## src/rtl/rf_param.sv

```systemverilog
// Parametrised 2-read/1-write register file with optional hard-wired-zero R0 and a clear sequencer.
// Define RF_BYPASS_EN to forward an accepted same-cycle write onto the read ports.
module rf_param #(
  parameter int WIDTH   = 16,
  parameter int DEPTH   = 8,
  parameter int SEL_W   = 3,
  parameter int ZERO_R0 = 0
) (
  input  logic             clk,
  input  logic             rst_n,
  input  logic [SEL_W-1:0] readReg1Sel,
  input  logic [SEL_W-1:0] readReg2Sel,
  input  logic [SEL_W-1:0] writeRegSel,
  input  logic [WIDTH-1:0] writeData,
  input  logic             writeEn,
  input  logic             clrReq,
  output logic [WIDTH-1:0] readData1,
  output logic [WIDTH-1:0] readData2,
  output logic             busy,
  output logic             err
);

  typedef enum logic {IDLE, CLEAR} state_t;

  localparam logic [SEL_W:0]   DEPTH_EXT = (SEL_W+1)'(DEPTH);
  localparam logic [SEL_W-1:0] LAST_IDX  = SEL_W'(DEPTH - 1);

  state_t           state;
  logic [SEL_W-1:0] clrCnt;
  logic [WIDTH-1:0] regs [DEPTH];

  logic writeInRange;
  logic writeToZero;
  logic writeAcc;

  assign writeInRange = {1'b0, writeRegSel} < DEPTH_EXT;
  assign writeToZero  = (ZERO_R0 != 0) && (writeRegSel == '0);
  assign writeAcc     = (state == IDLE) && writeEn && writeInRange && !writeToZero;

  function automatic logic [WIDTH-1:0] readPort(input logic [SEL_W-1:0] sel);
    logic [WIDTH-1:0] val;
    val = '0;
    if (({1'b0, sel} < DEPTH_EXT) && !((ZERO_R0 != 0) && (sel == '0))) begin
      val = regs[sel];
`ifdef RF_BYPASS_EN
      if (writeAcc && (writeRegSel == sel)) val = writeData;
`endif
    end
    return val;
  endfunction

  always_comb begin
    readData1 = readPort(readReg1Sel);
    readData2 = readPort(readReg2Sel);
  end

  always_ff @(posedge clk or negedge rst_n) begin
    if (!rst_n) begin
      state  <= IDLE;
      clrCnt <= '0;
      busy   <= 1'b0;
      err    <= 1'b0;
      for (int i = 0; i < DEPTH; i++) regs[i] <= '0;
    end else begin
      // Dropped writes: anything during the clear sweep, or an out-of-range select.
      err <= writeEn && ((state == CLEAR) || !writeInRange);
      case (state)
        IDLE: begin
          if (writeAcc) regs[writeRegSel] <= writeData;
          if (clrReq) begin
            state  <= CLEAR;
            busy   <= 1'b1;
            clrCnt <= '0;
          end
        end
        CLEAR: begin
          regs[clrCnt] <= '0;
          if (clrCnt == LAST_IDX) begin
            state  <= IDLE;
            busy   <= 1'b0;
            clrCnt <= '0;
          end else begin
            clrCnt <= clrCnt + 1'b1;
          end
        end
        default: begin
          state <= IDLE;
          busy  <= 1'b0;
        end
      endcase
    end
  end

endmodule
```

## config.mk

```make
export PLATFORM = sky130hd
export DESIGN_NAME = rf_param
export DESIGN_NICKNAME = d
export VERILOG_FILES = /design/src/rtl/rf_param.sv
export SDC_FILE = /design/constraint.sdc
export NUM_CORES = 1
export LEC_CHECK = 0
export ABC_CLOCK_PERIOD_IN_PS = 2100
export BUFFER_PORTS_ARGS = -buffer_cell sky130_fd_sc_hd__buf_4
export CORE_AREA = 2 2 135 137
export CTS_BUF_LIST = sky130_fd_sc_hd__clkbuf_2
export CTS_CLUSTER_SIZE = 40
export DETAILED_ROUTE_END_ITERATION = 16
export DIE_AREA = 0 0 137 139
export PLACE_DENSITY = 0.69
export REMOVE_ABC_BUFFERS = 1
export SLEW_MARGIN = 20
export SYNTH_ARGS = -nofsm -noshare
export SYNTH_HDL_FRONTEND = slang
export SYNTH_SLANG_ARGS = --single-unit
```

## constraint.sdc

```tcl
create_clock -name clk -period 2.1 [get_ports clk]
set_input_delay 0.21 -clock clk [delete_from_list [all_inputs] [get_ports clk]]
set_output_delay 0.21 -clock clk [all_outputs]
set_load 0.05 [all_outputs]
```

==> results.yml <==
synthesis:
  synth_cells: 592
  yosys.area.top_type: "dfrtp_1"
  synth_warnings: 0
  syn_area_um2: 7780
  ys_seq_area_frac: 0.431
  ys_top_cells_by_count: "134 x dfrtp_1, 133 x nand2_1, 129 x mux2i_1, 33 x mux4_2, 32 x mux2_2"
  syn-mean-instance-area_um2: 13.2
  synthMostInstantiatedCell: "dfrtp_1"
  ys_types: 31
  synth_edf_count: 0
  synthArstFlopShare: 1.00
  netlist.area_leader.share: 0.431
  synth_ff_type: "dfrtp_1"
  yosys-top-cells-area: "dfrtp_1 43%, mux2i_1 17%, mux4_1 10%"
  synth.ff_latch_count: 134
floorplan:
  die_w_um: 137
  core_area_um2: 17700
  die-area_um2: 19000
  start_util: 0.441
  die_h_um: 139
  pin_count: 63
  num_rows: 49
sta:
  min_period_ns: 2.28
  drv_slew: 0
  hold_viol_final: 0
  finClkSkew_ns: 0.0199
  setup_viol: 32
  worst_slack_ns: -0.176
  fmax_ghz: 0.439
  worst_pin_slew_ns: 0.463
  rsz0062_at_grt: "yes"
  timing.final.crit_share: 1.08
  max-slew-margin-rel: 0.692
worst_hold_path:
  worstHoldPathCells: 5
  hold-path-endpoint: "regs[127]"
  hold_class: "primary input to flop"
  min_from: "writeRegSel[0]"
critical_path:
  rrSetupSlack_ns: 0.09
  cp_data_arrival_time_ns: 2.07
  slowest_stage: "mux4_2"
  reg2reg_to: "regs[33]"
  critPathTopFamily: "multiplexers"
  r2r_start: "state"
  critPathKind: "flop to output port"
  crit_start: "regs[8]"
  path_max_fanout: 3
  critical_path.max_stage_delay_ns: 0.48
  end_kind: "output port"
  rr_worst_depth: 5
  path_buf_inv: 1
  critPathLaunchType: "flop"
  required_ns: 1.89
  crit_chain: "mux4_2 -> mux2_4 -> buf_6"
placement:
  place_inst: 864
  portBuffers: 62
  dpl_cell_area_um2: 8510
  gp_congestion: 0.772
  detailed_place_hpwl_um: 12900
global_routing:
  antenna_found_initial: 1
  track_usage: 0.230
  grt_overflow: 0
  first_global_vias: 5802
  grt_max_degree: 57
  grt_pass1_wl_um: 32700
clock_network:
  htreeDepth: 4
  clk_latency_ns: 0.68
  cts_buffers: 17
  root_buffer: "clkbuf_2"
  clockBufferDepth: 2
  cts.clk_slew.worst_paths_ns: 0.18
  cts_tree: "yes"
  cts.sinks: 134
layout:
  multi_input_area_um2: 3980
  layout-drive-gt1-share: 0.344
  stdcell_count: 945
  layout.cell_area.non_filler_um2: 9340
  final_nets: 736
  syn_to_final_growth_pct: 20.0
  n_fill_cell: 1530
  final-seq-area_um2: 3350
routing:
  drt_iter0_drc: 472
  drt-total-wl_um: 20900
  vias_per_cell: 5.81
  ant_nets: 0
  vias: 5488
  first_pass_iters: 5
  routedWlPerCell_um: 22.1
  drcViolationCount: 0
pwr:
  p_per_area_nw_per_um2: 1230
  irDropWorstVdd_uv: 861
  p_leak_uw: 0.00457
outcome:
  status: "finished with violations"
  failed_checks: "negative setup slack"
flow_run:
  cap_violations: 0
[cell usage in the layout (no fill, tap or decap), drive strengths merged, types with 4 or more instances in the layout]
| cell type | count |
|---|---|
| dfrtp | 134 |
| mux4 | 64 |
| clkinv | 8 |
| inv | 18 |
| mux2 | 32 |
| dlygate4sd3 | 23 |
| buf | 121 |
| mux2i | 129 |
| nand2 | 134 |
| clkbuf | 21 |
| nor2 | 4 |
[power breakdown]
group / switching (uW) / internal (uW) / total, uW
registers: 867 / 3590 / 4460
logic: 2890 / 2840 / 5730
clock network: 864 / 406 / 1270
[worst max-delay path by stage]
| stage | to | cells after the start |
|---|---|---|
| 6_report | readData1[8] | 3 |
| 5_1_grt | readData2[4] | 3 |
| 4_1_cts | readData2[4] | 3 |
| 3_5_place_dp | readData1[1] | 5 |
| 3_3_place_gp | readData1[15] | 5 |
| 2_1_floorplan | regs[32] | 3 |
[worst reg2reg max path: stages, from the launching register on]
cell and delay (ns):
dfrtp_1 0.46, nand3b_4 0.20, nor3b_2 0.26, buf_12 0.25, mux2i_1 0.21, dlygate4sd3_1 0.58
[flip-flops by register name, indices dropped and copies added (netlist names)]
name,cells
state,1
clrCnt,3
err,1
regs,128
busy,1
[through the flow]
stage	setup WS (ns)	total power, uW	hold slack, ns	utilization	setup TNS [ns]
global route	-0.275	12100	0.0578	0.529	-7.80
global placement	0.221	8930	0.213	0.482	0
floorplan	-0.782	7450	-0.0856	-	-24.79
CTS	-0.230	11300	0.0530	0.524	-6.30
finish	-0.176	11500	0.0995	0.529	-4.48
detailed placement	0.218	9190	0.225	0.482	0
[cells by family after synthesis]
| logic type | synth area share |
|---|---|
| AO/OA/AOI/OAI | 0.00273 |
| adder cells (fa/ha/maj) | 0.00482 |
| buffers and inverters | 0.0604 |
| flip-flops | 0.431 |
| multiplexers | 0.412 |
| AND/OR/NAND/NOR | 0.0890 |
[timing repair]
action | CTS | global route
pin swaps | 0 | 0
endpoints found under the hold margin | 268 | 0
hold buffers | 24 | 0
gates resized for setup | 112 | 6
setup buffers | 13 | 13
endpoints found under the setup margin | 32 | 32
[cell type report]
cell class              instances  share of cell area
diodes                          1            0.000268
clock buffers                  21              0.0112
clock inverters                 9             0.00670
inverters                      18             0.00723
multi-input cells             389               0.425
flip-flops and latches        134               0.359
well taps                     229              0.0307
repair buffers                144               0.160
[metal layers]
metal / global-route usage / wire (um) / up-vias
met3: 0.0515 / 1260 / 49
li1: - / - / 2351
met1: 0.303 / 8620 / 2866
met4: 0.0770 / 554 / 0
met5: 0 / 0 / -
met2: 0.376 / 10500 / 222
No activity file was read; power rests on OpenSTA's default activity.
